<file path="config.mk">
export PLATFORM = sky130hd
export DESIGN_NAME = ss_division_sequencer_flat
export DESIGN_NICKNAME = d
export VERILOG_FILES = /design/src/rtl/ss_division_sequencer_if.sv /design/src/rtl/ss_division_sequencer.sv /design/src/flat_wrapper.sv
export SDC_FILE = /design/constraint.sdc
export NUM_CORES = 1
export LEC_CHECK = 0
export CAP_MARGIN = 40
export CORE_MARGIN = 2
export CORE_UTILIZATION = 45
export CTS_CLUSTER_DIAMETER = 50
export DETAILED_ROUTE_END_ITERATION = 10
export HOLD_SLACK_MARGIN = 0.06
export PLACE_DENSITY = 0.71
export SETUP_SLACK_MARGIN = 0.02
export SLEW_MARGIN = 40
export SYNTH_ARGS = -nofsm -noshare
export SYNTH_HDL_FRONTEND = slang
export SYNTH_SLANG_ARGS = --single-unit
export TNS_END_PERCENT = 100
</file>
<file path="constraint.sdc">
create_clock -name clk -period 4.6 [get_ports clk]
set_input_delay 0.46 -clock clk [delete_from_list [all_inputs] [get_ports clk]]
set_output_delay 0.46 -clock clk [all_outputs]
set_load 0.03 [all_outputs]
</file>
<file path="src/rtl/ss_division_sequencer_if.sv">
// Job/result handshake bundle for the stochastic divider sequencer.
// master: job issuer; slave: sequencer.
interface ss_division_sequencer_if #(
  parameter int LOG2_LEN = 8
);
  logic                start_valid;
  logic                start_ready;
  logic [7:0]          x_val;
  logic [7:0]          y_val;
  logic                res_valid;
  logic                res_ready;
  logic [LOG2_LEN+1:0] res_sum;
  logic [7:0]          res_quot;
  logic                res_div0;

  modport master (
    output start_valid, x_val, y_val, res_ready,
    input  start_ready, res_valid, res_sum, res_quot, res_div0
  );

  modport slave (
    input  start_valid, x_val, y_val, res_ready,
    output start_ready, res_valid, res_sum, res_quot, res_div0
  );
endinterface

</file>
<file path="src/rtl/ss_division_sequencer.sv">
// Sequences one stochastic-symbol division job: clear, warm-up, measure.
// Ports: clk, rst (async low), bus (job/result), rand_x/y, x_ss/y_ss, div_rst, z_ss.
module ss_division_sequencer #(
  parameter int WARMUP   = 64,
  parameter int LOG2_LEN = 8
) (
  input  logic        clk,
  input  logic        rst,
  ss_division_sequencer_if.slave bus,
  input  logic [15:0] rand_x,
  input  logic [15:0] rand_y,
  output logic [1:0]  x_ss,
  output logic [1:0]  y_ss,
  output logic        div_rst,
  input  logic [1:0]  z_ss
);

  localparam int AW = LOG2_LEN + 2;
  localparam logic [15:0] WARM_LD =
    16'((WARMUP == 0) ? 0 : WARMUP - 1);
  localparam logic [15:0] MEAS_LD =
    16'((1 << LOG2_LEN) - 1);

  typedef enum logic [2:0] {
    IDLE, CLEAR, WARM, MEAS, DONE
  } state_t;

  state_t        state;
  logic [15:0]   cnt;
  logic [AW-1:0] acc;
  logic [AW-1:0] acc_nxt;
  logic [AW-1:0] shr;
  logic [7:0]    quot_sat;
  logic [7:0]    x_q;
  logic [7:0]    y_q;
  logic          strm;

  function automatic logic [1:0] enc(
    input logic [15:0] r,
    input logic [7:0]  p
  );
    return {1'b0, r[7:0] < p} + {1'b0, r[15:8] < p};
  endfunction

  assign strm = (state == WARM) || (state == MEAS);
  assign x_ss = strm ? enc(rand_x, x_q) : 2'd0;
  assign y_ss = strm ? enc(rand_y, y_q) : 2'd0;

  assign acc_nxt = acc + {{LOG2_LEN{1'b0}}, z_ss};
  // Window sum can reach exactly 2^(LOG2_LEN+1), i.e. 256 after shift.
  assign shr = acc_nxt >> (LOG2_LEN - 7);
  assign quot_sat = (shr > AW'(255)) ? 8'hff : shr[7:0];

  always_ff @(posedge clk or negedge rst) begin
    if (!rst) begin
      state           <= IDLE;
      cnt             <= '0;
      acc             <= '0;
      x_q             <= '0;
      y_q             <= '0;
      div_rst         <= 1'b1;
      bus.start_ready <= 1'b1;
      bus.res_valid   <= 1'b0;
      bus.res_sum     <= '0;
      bus.res_quot    <= '0;
      bus.res_div0    <= 1'b0;
    end else begin
      unique case (state)
        IDLE: begin
          if (bus.start_valid) begin
            x_q             <= bus.x_val;
            y_q             <= bus.y_val;
            bus.start_ready <= 1'b0;
            if (bus.y_val == 8'd0) begin
              state         <= DONE;
              bus.res_valid <= 1'b1;
              bus.res_sum   <= '0;
              bus.res_quot  <= 8'hff;
              bus.res_div0  <= 1'b1;
            end else begin
              state   <= CLEAR;
              div_rst <= 1'b0;
            end
          end
        end
        CLEAR: begin
          div_rst <= 1'b1;
          acc     <= '0;
          if (WARMUP == 0) begin
            state <= MEAS;
            cnt   <= MEAS_LD;
          end else begin
            state <= WARM;
            cnt   <= WARM_LD;
          end
        end
        WARM: begin
          if (cnt == 16'd0) begin
            state <= MEAS;
            cnt   <= MEAS_LD;
          end else begin
            cnt <= cnt - 16'd1;
          end
        end
        MEAS: begin
          acc <= acc_nxt;
          if (cnt == 16'd0) begin
            state         <= DONE;
            bus.res_valid <= 1'b1;
            bus.res_sum   <= acc_nxt;
            bus.res_quot  <= quot_sat;
            bus.res_div0  <= 1'b0;
          end else begin
            cnt <= cnt - 16'd1;
          end
        end
        DONE: begin
          if (bus.res_ready) begin
            state           <= IDLE;
            bus.res_valid   <= 1'b0;
            bus.start_ready <= 1'b1;
          end
        end
        default: state <= IDLE;
      endcase
    end
  end

endmodule

</file>
<file path="src/flat_wrapper.sv">
// flat-port wrapper written by rule: the top's interface ports become plain ports
module ss_division_sequencer_flat 
#(
  parameter int WARMUP   = 64,
  parameter int LOG2_LEN = 8
)
  (clk, rst, rand_x, rand_y, x_ss, y_ss, div_rst, z_ss, bus_start_valid, bus_x_val, bus_y_val, bus_res_ready, bus_start_ready, bus_res_valid, bus_res_sum, bus_res_quot, bus_res_div0);
  ss_division_sequencer_if #(.LOG2_LEN(LOG2_LEN)) bus_i ();
  input  logic clk;
  input  logic rst;
  input  logic [15:0] rand_x;
  input  logic [15:0] rand_y;
  output logic [1:0] x_ss;
  output logic [1:0] y_ss;
  output logic div_rst;
  input  logic [1:0] z_ss;
  input wire logic [$bits(bus_i.start_valid)-1:0] bus_start_valid;
  input wire logic [$bits(bus_i.x_val)-1:0] bus_x_val;
  input wire logic [$bits(bus_i.y_val)-1:0] bus_y_val;
  input wire logic [$bits(bus_i.res_ready)-1:0] bus_res_ready;
  output wire logic [$bits(bus_i.start_ready)-1:0] bus_start_ready;
  output wire logic [$bits(bus_i.res_valid)-1:0] bus_res_valid;
  output wire logic [$bits(bus_i.res_sum)-1:0] bus_res_sum;
  output wire logic [$bits(bus_i.res_quot)-1:0] bus_res_quot;
  output wire logic [$bits(bus_i.res_div0)-1:0] bus_res_div0;
  assign bus_i.start_valid = bus_start_valid;
  assign bus_i.x_val = bus_x_val;
  assign bus_i.y_val = bus_y_val;
  assign bus_i.res_ready = bus_res_ready;
  assign bus_start_ready = bus_i.start_ready;
  assign bus_res_valid = bus_i.res_valid;
  assign bus_res_sum = bus_i.res_sum;
  assign bus_res_quot = bus_i.res_quot;
  assign bus_res_div0 = bus_i.res_div0;
  ss_division_sequencer #(.WARMUP(WARMUP), .LOG2_LEN(LOG2_LEN)) u_core (.clk(clk), .rst(rst), .bus(bus_i), .rand_x(rand_x), .rand_y(rand_y), .x_ss(x_ss), .y_ss(y_ss), .div_rst(div_rst), .z_ss(z_ss));
endmodule
</file>
# [Yosys cells after proc, flatten, opt, wreduce, memory -nomap -nowiden]
# Cells that the tools add are included.
[word_totals] reg_bits=67 in_bits=54 elab_cells=82
[classes] addsub=4 order_cmp=5 eq_ne=11 mux=34 n_reduce_logical=17
[ops] operator="$pmux W16 S3" n=1
[ops] operator="$pmux W10 S2" n=2
[ops] operator="$lt A8 B8 Y1" n=4
[ops] operator="$mux W16" n=2
[ops] operator="$mux W8" n=4
[ops] operator="$mux W10" n=3
[ops] operator="$logic_not A16 Y1" n=1
[ops] operator="$pmux W8 S2" n=1
[ops] operator="$sub A16 B1 Y16 const B" n=1
[ops] operator="$mux W3" n=5
[ops] operator="$pmux W3 S5" n=1
[ops] operator="$ne A2 B2 Y1 const B" n=6
[ops] operator="$add A10 B2 Y10" n=1
[ops] operator="$gt A9 B8 Y1 const B" n=1
[ops] operator="$mux W1" n=9
[ops] operator="$logic_not A8 Y1" n=1
[ops] operator="$reduce_and A4 Y1" n=2
[ops] operator="$reduce_bool A2 Y1" n=4
[ops] operator="$eq A3 B2 Y1 const B" n=2
[ops] operator="$pmux W1 S2" n=3
[ops] operator="$reduce_and A3 Y1" n=2
[ops] operator="$reduce_bool A3 Y1" n=2
[ops] operator="$reduce_and A5 Y1" n=1
[ops] operator="$add A1 B1 Y2" n=2
[ops] operator="other kinds (8)" n=10

# [Logic depth before layout (Yosys ltp)]
# Gate-level depths: netlist of run 1.
[depth] word_depth=5 depth_mapped=8

# [Worst setup path after synthesis of run 1]
# OpenSTA, ideal clock, no wires.
[synth_timing] path_kind="input-to-output" start="input rand_x[5]" end="output x_ss[0]" arrival_ns=1.931 required_ns=4.140 slack_ns=2.209 stages=7 n_path_buf=0 path_cell_list="ha_1 -> a2111oi_0 -> nand2_1 -> o21ai_0 -> a31o_2 -> ha_1 -> and2_1"
[synth_between] elab_chain_cells=3
[synth_rtl] element="start: declaration" line="flat_wrapper.sv:11" text="input logic [15:0] rand_x;"
[synth_rtl] element="$lt A8 B8 Y1" line="ss_division_sequencer.sv:42" text="return {1'b0, r[7:0] < p} + {1'b0, r[15:8] < p};"
[synth_rtl] element="$add A1 B1 Y2" line="ss_division_sequencer.sv:42"
[synth_rtl] element="$mux W2" line="ss_division_sequencer.sv:46" text="assign x_ss = strm ? enc(rand_x, x_q) : 2'd0;"
[synth_rtl] element="end: declaration" line="flat_wrapper.sv:13" text="output logic [1:0] x_ss;"
# No other way between the ends.

# [Worst setup path after layout of run 1]
# Same ends and word-level chain as after synthesis.

==> flow_summary.json, run 1 <==
{
  "final.setup.tns_ns": 0,
  "slew_headroom_pct": 48.7,
  "power.share.clock_pct": 21.2,
  "yosysWarnings": 0,
  "synth.ff_latch_count": 67,
  "criticalPathCategory": "input port to primary output",
  "final_layout_size_suffix_gt1_share_pct": 8.27,
  "worstPathCellList": "clkdlybuf4s50_1 -> ha_1 -> a2111oi_0 -> nand2_1 -> o21ai_0 -> a31o_2 -> ha_1 -> and2_1 -> clkdlybuf4s50_1",
  "ys_async_sr_fraction_pct": 100,
  "die-width_um": 97.2,
  "sequentialPowerShare_pct": 33.7,
  "power_mw": 2.89,
  "avgViaCountPerCell": 5.49,
  "synth_seq_area_share_pct": 42.9,
  "setup_repair_after_global_routing_missed_its_margin": "no",
  "antenna_found_initial": 0,
  "cp-end-kind": "primary output",
  "core-area_sq_mm": 0.00859,
  "floorplan.initialDensity_pct": 45.5,
  "fin_crit_ns": 3.54,
  "grt.overflow.total": 0,
  "floorplan.die_area_sq_mm": 0.00946,
  "tritoncts": "yes",
  "grt_pass1_vias": 3360,
  "synth-edff-count": 0,
  "crit_path_max_fanout": 2,
  "drt_pre_antenna_iters": 4,
  "tightest_slew_ns": 0.762,
  "power.switching_mw": 1.14,
  "totalWireLength_mm": 9.54,
  "globalRouteTotalUtil_pct": 21.5,
  "finalNonFillerCells": 616,
  "cts_setup_buffers": 0,
  "run_status": "complete, no violations",
  "post-synth-top-area-cell": "sky130_fd_sc_hd__dfrtp_1",
  "antennaDiodeCount": 0,
  "drv_cap": 0,
  "worst_clock_skew_ns": 0.00892,
  "detail_route.wl_per_cell_um": 15.5,
  "power.switching_fraction_pct": 39.6,
  "post-dp-hpwl_mm": 6.96,
  "ant_nets": 0,
  "setup-violations-final": 0,
  "placement.io_buffers": 79,
  "finish.net_count": 591,
  "grt_first_pass_wirelength_mm": 16.7,
  "postSynthAreaPerCell_sq_um": 9.14,
  "worst_path_largest_cell_delay_ns": 0.66,
  "synth.lib_cells_used.distinct": 54,
  "pin_count": 80,
  "post-synth-top-area-fraction_pct": 41.6,
  "cts_repair_resize_count": 0,
  "max_freq_ghz": 0.282,
  "netlist_area_sq_mm": 0.00391,
  "final.period_utilization_pct": 77.0,
  "grt_start_max_net_pins": 37,
  "cts_htree_levels": 3,
  "placementRows": 34,
  "post_cts_hold_buffer_count": 0,
  "ir_drop_uv": 322,
  "crit_arrival_ns": 3.08,
  "report.final.hold_viol_count": 0,
  "cts.sink_count": 67,
  "cell_class_contributing_the_biggest_share_of_worst_path_delay": "buffers and inverters",
  "area_growth_synth_to_finish_pct": 29.4,
  "cells_after_synth": 428,
  "power.internal_mw": 1.75,
  "final_util_pct": 58.9,
  "clk_slew_on_worst_s_h_paths_ns": 0.08,
  "drt_iter0_drc": 204,
  "worst-path-stages": 9,
  "gpl.final_weighted_congestion": 0.890,
  "setup.worst_path.start_class": "input port",
  "slowest_cp_cell": "sky130_fd_sc_hd__a2111oi_0",
  "power.combinational.fraction_pct": 45.2,
  "power-per-cell-area_mw_per_mm2": 571,
  "drc": 0,
  "postSynthNetCount": 516,
  "hp-class": "input port to async pin",
  "timing.critical_path.required_ns": 4.14,
  "report.final.slew_viol_count": 0,
  "dieHeight_um": 97.2,
  "cp_num_buf_inv": 2,
  "dr_total_vias": 3382,
  "rr_worst_depth": 5,
  "clock_tree.root_cell": "sky130_fd_sc_hd__clkbuf_8",
  "clock_insertion_delay_worst_skew_ns": 0.35,
  "clk_path_buf_depth": 2,
  "yosys_most_used_dff": "sky130_fd_sc_hd__dfrtp_1",
  "place_inst": 600,
  "cts_buffers": 9,
  "leakage_power_summed_over_all_cells_nw": 2.22,
  "synth_area_leaders": "sky130_fd_sc_hd__dfrtp_1 (42%), sky130_fd_sc_hd__ha_1 (11%), sky130_fd_sc_hd__o21ai_0 (6.5%)"
}
-- logic make-up after synthesis --
group | synth area share [%]
xor gates and xnor gates | 2.01
DFF | 42.9
AOI/OAI and AO/OA | 17.6
and+or+nand+nor | 21.7
muxes | 0.576
buffers and inverters | 4.13
adders and majority gates | 11.1
-- synth_stat cells (all sizes together) (3+ instances only) --
cell type / instances
a2111oi: 4
a21o: 4
a21oi: 15
a22o: 3
a31o: 5
a31oi: 8
and2: 6
and3: 4
and4: 3
buf: 3
clkbuf: 16
dfrtp: 65
ha: 33
inv: 22
nand2: 54
nand2b: 9
nand3: 22
nand4: 4
nor2: 16
nor2b: 6
nor3: 18
nor4: 5
o21a: 5
o21ai: 52
or3: 4
or4: 5
xnor2: 3
xor2: 6
-- flip-flops by register name, summed over array words and instances (netlist names) --
| name | count |
|---|---|
| u_core.bus.start_ready | 1 |
| u_core.y_q | 8 |
| u_core.bus.res_div0 | 1 |
| u_core.state | 3 |
| u_core.acc | 10 |
| u_core.bus.res_sum | 10 |
| u_core.bus.res_valid | 1 |
| u_core.cnt | 16 |
| u_core.div_rst | 1 |
| u_core.x_q | 8 |
| u_core.bus.res_quot | 8 |
-- cells in the final DEF, fill, tap and decap left out, types with 3 or more instances in the layout --
cell	count
sky130_fd_sc_hd__o21ai_0	51
sky130_fd_sc_hd__or4_1	5
sky130_fd_sc_hd__nor2_1	16
sky130_fd_sc_hd__dfrtp_1	65
sky130_fd_sc_hd__nand4_1	4
sky130_fd_sc_hd__nand2_1	54
sky130_fd_sc_hd__a21oi_1	15
sky130_fd_sc_hd__buf_4	5
sky130_fd_sc_hd__and2_1	6
sky130_fd_sc_hd__nor2b_1	5
sky130_fd_sc_hd__or3_1	4
sky130_fd_sc_hd__nand3_1	22
sky130_fd_sc_hd__a22o_1	3
sky130_fd_sc_hd__a2111oi_0	4
sky130_fd_sc_hd__a31oi_1	8
sky130_fd_sc_hd__nand2b_1	9
sky130_fd_sc_hd__o21a_1	5
sky130_fd_sc_hd__a31o_2	5
sky130_fd_sc_hd__nor4_1	4
sky130_fd_sc_hd__ha_1	33
sky130_fd_sc_hd__xor2_1	6
sky130_fd_sc_hd__clkbuf_8	10
sky130_fd_sc_hd__inv_1	22
sky130_fd_sc_hd__nor3_1	16
sky130_fd_sc_hd__bufinv_16	3
sky130_fd_sc_hd__a21o_1	4
sky130_fd_sc_hd__and4_1	3
sky130_fd_sc_hd__clkdlybuf4s50_1	78
sky130_fd_sc_hd__and3_1	4
-- worst paths after layout --
| check | startpoint | endpoint | slack (ns) |
|---|---|---|---|
| max in group asynchronous | rst | u_core.bus.start_ready$_DFFE_PN1P_ | 3.73 |
| setup / recovery | rand_x[5] | x_ss[0] | 1.06 |
| hold / removal | rst | u_core.x_q[6]$_DFFE_PN0P_ | 0.05 |
| min in group clk | u_core.acc[0]$_DFFE_PN0P_ | u_core.acc[0]$_DFFE_PN0P_ | 0.49 |
| setup reg to reg | u_core.cnt[12]$_DFFE_PN0P_ | u_core.bus.res_sum[4]$_DFFE_PN0P_ | 2.00 |
| hold reg to reg | u_core.acc[0]$_DFFE_PN0P_ | u_core.acc[0]$_DFFE_PN0P_ | 0.49 |
-- stage by stage --
stage / worst slack (ns) / hold WS (ns) / instance area, sq um
6_report: 1.06 / 0.0470 / 5060
2_1_floorplan: 2.21 / 0.164 / 3910
3_5_place_dp: 1.13 / 0.467 / 4800
3_3_place_gp: 1.22 / 0.462 / 4790
5_1_grt: 0.856 / 0.0753 / 5060
4_1_cts: 1.11 / 0.193 / 5050
-- power by group through the flow --
stage	clock [mW]	sequential, mW	combinational, mW
3_5_place_dp	0	0.979	1.30
4_1_cts	0.619	0.969	1.31
2_1_floorplan	0	1.00	0.828
3_3_place_gp	0	0.969	1.27
6_report	0.611	0.972	1.31
5_1_grt	0.644	1.00	1.47
-- per-layer routing --
| layer | GRT usage, % | routed length [um] | up-vias |
|---|---|---|---|
| li1 | - | - | 1691 |
| met1 | 30.5 | 4480 | 1582 |
| met2 | 33.0 | 4390 | 102 |
| met3 | 5.18 | 585 | 7 |
| met4 | 6.20 | 82 | 0 |
| met5 | 0 | 0 | - |
-- layout make-up --
cell class | instances | area [sq um]
inverter | 22 | 82.6
multi-input combinational | 320 | 2100
clock inverter | 6 | 113
sequential | 67 | 1680
tap | 108 | 135
clock buffer | 10 | 138
fill | 753 | 3530
timing repair buffer | 83 | 818
Note: power is estimated with default switching activity, not from simulation.
==> run 2, diff against run 1 <==
- clock period: 4.6 -> 3.5 ns (I/O delays scaled with it)
==> run 2 against run 1 <==
Effect of this change:
- combinational power is 31% higher
- cell count is 0.65% higher
- sequential cell count stayed put
- worst hold slack better by 0.45 ns
- sequential power is 32% higher
- clock-buffer cell count is 1 lower
- final area is 0.22% higher
- via count is 3.0% higher
- clock skew is 0.00051 ns lower
- clock power is 32% higher
- largest power group unchanged
==> flow_summary.json, run 2 (synthesis results as in run 1) <==
{
  "post-dp-hpwl_mm": 7.25,
  "power-per-cell-area_mw_per_mm2": 749,
  "drt_iter0_drc": 177,
  "ant_nets": 0,
  "top_signal_layer_used": "met4",
  "tightest_slew_ns": 0.827,
  "gpl.final_weighted_congestion": 0.891,
  "max_freq_ghz": 0.309,
  "hold-worst-slack_ns": 0.493,
  "grt_first_pass_wirelength_mm": 16.8,
  "grt_pass1_vias": 3440,
  "run_status": "complete, no violations",
  "power_mw": 3.80,
  "antennaDiodeCount": 0,
  "cp-end-kind": "primary output",
  "placementRows": 34,
  "fin_crit_ns": 3.23,
  "floorplan.die_area_sq_mm": 0.00946,
  "cts_setup_buffers": 0,
  "slew_headroom_pct": 44.5,
  "finish.net_count": 595,
  "largest_registers": "u_core.cnt (16), u_core.acc (10), u_core.bus.res_sum (10)",
  "rr_worst_depth": 6,
  "final_layout_size_suffix_gt1_share_pct": 8.40,
  "wl_met3_um": 491,
  "report.final.hold_viol_count": 0,
  "largest_reg_flops": 16,
  "cts.sink_count": 67,
  "final_cell_area_sq_mm": 0.00507,
  "met1_length_mm": 4.54,
  "detailed_place.area_sq_mm": 0.00481,
  "setup.worst_path.start_class": "register",
  "crit_arrival_ns": 2.88,
  "routed-wl-met2_mm": 4.51,
  "drv_cap": 0,
  "pin_count": 80,
  "crit_path_max_fanout": 3,
  "registers.top_by_ff_count": "u_core.cnt",
  "leakage_power_summed_over_all_cells_nw": 2.23,
  "placement.io_buffers": 79,
  "totalWireLength_mm": 9.70,
  "report.final.slew_viol_count": 0,
  "globalRouteTotalUtil_pct": 21.7,
  "tritoncts": "yes",
  "avgViaCountPerCell": 5.62,
  "ir_drop_uv": 404,
  "clock_insertion_delay_worst_skew_ns": 0.35,
  "area_growth_synth_to_finish_pct": 29.7,
  "clock_tree.root_cell": "sky130_fd_sc_hd__clkbuf_8",
  "setup_repair_after_global_routing_missed_its_margin": "no",
  "final.setup.tns_ns": 0,
  "core-area_sq_mm": 0.00859,
  "drc": 0,
  "drt_pre_antenna_iters": 5,
  "hold-path-cell-count": 2,
  "mostFrequentLayoutCells": "sky130_fd_sc_hd__clkdlybuf4s50_1 (78), sky130_fd_sc_hd__dfrtp_1 (65), sky130_fd_sc_hd__nand2_1 (54)",
  "dieHeight_um": 97.2,
  "setup-violations-final": 0,
  "hp-class": "register to register",
  "final.period_utilization_pct": 92.4,
  "grt.overflow.total": 0,
  "clk_path_buf_depth": 2,
  "grt_start_max_net_pins": 33,
  "antenna_found_initial": 0,
  "die-width_um": 97.2,
  "layout_commonest_cell": "sky130_fd_sc_hd__clkdlybuf4s50_1",
  "criticalPathCategory": "register to primary output",
  "dr_total_vias": 3485,
  "timing.critical_path.required_ns": 3.15,
  "floorplan.initialDensity_pct": 45.5,
  "worst_clock_skew_ns": 0.00841,
  "cts_buffers": 9,
  "cts_htree_levels": 3,
  "detail_route.wl_per_cell_um": 15.6,
  "clk_slew_on_worst_s_h_paths_ns": 0.08
}
==> run 2: worst paths after layout <==
kind                                                   end  slack, ns                       start
max                                                y_ss[0]       0.27   u_core.y_q[5]$_DFFE_PN0P_
min                              u_core.acc[0]$_DFFE_PN0P_       0.49   u_core.acc[0]$_DFFE_PN0P_
max reg2reg                     u_core.cnt[15]$_DFFE_PN0P_       0.87  u_core.cnt[12]$_DFFE_PN0P_
min reg2reg                      u_core.acc[0]$_DFFE_PN0P_       0.49   u_core.acc[0]$_DFFE_PN0P_
max in group asynchronous       u_core.div_rst$_DFFE_PN1P_       2.20                         rst
min in group asynchronous  u_core.bus.res_div0$_DFFE_PN0P_       0.50                         rst
==> run 2: final cells by class <==
class                      count  area, sq um
clock inverter                 7          125
multi-input combinational    320         2080
clock buffer                   9          124
sequential                    67         1680
tap                          108          135
timing repair buffer          87          848
inverter                      22         82.6
fill                         748         3520
==> run 2: worst max-delay path: stages, from the launching register on <==
cell	delay [ns]
sky130_fd_sc_hd__dfrtp_1	0.37
sky130_fd_sc_hd__inv_1	0.10
sky130_fd_sc_hd__ha_1	0.25
sky130_fd_sc_hd__a2111oi_0	0.55
sky130_fd_sc_hd__nand2_1	0.09
sky130_fd_sc_hd__o21ai_0	0.10
sky130_fd_sc_hd__a31o_2	0.12
sky130_fd_sc_hd__ha_1	0.22
sky130_fd_sc_hd__and2_1	0.13
sky130_fd_sc_hd__clkdlybuf4s50_1	0.58
==> run 2: repair_timing <==
action                                  CTS  global route
resized for setup                         0             1
hold buffers                              1             0
endpoints found under the hold margin    22             0
endpoints found under the setup margin    0             2
==> run 2: stage by stage <==
step	setup slack, ns	instances	utilization, %
2_1_floorplan	1.32	428	-
3_3_place_gp	0.329	603	56.0
3_5_place_dp	0.192	603	56.0
4_1_cts	0.179	620	59.0
5_1_grt	0.0743	620	59.0
6_report	0.267	620	59.0
==> run 2: routing by layer <==
metal | track usage [%] | vias to the layer above
met5 | 0 | -
met4 | 6.94 | 0
met3 | 4.10 | 13
met2 | 34.5 | 90
met1 | 30.3 | 1679
li1 | - | 1703
==> run 2: power by group <==
group | internal, mW | switching, mW | total (mW)
registers | 1.04 | 0.236 | 1.28
logic | 0.760 | 0.960 | 1.72
clock network | 0.479 | 0.326 | 0.805
total | 2.28 | 1.52 | 3.80
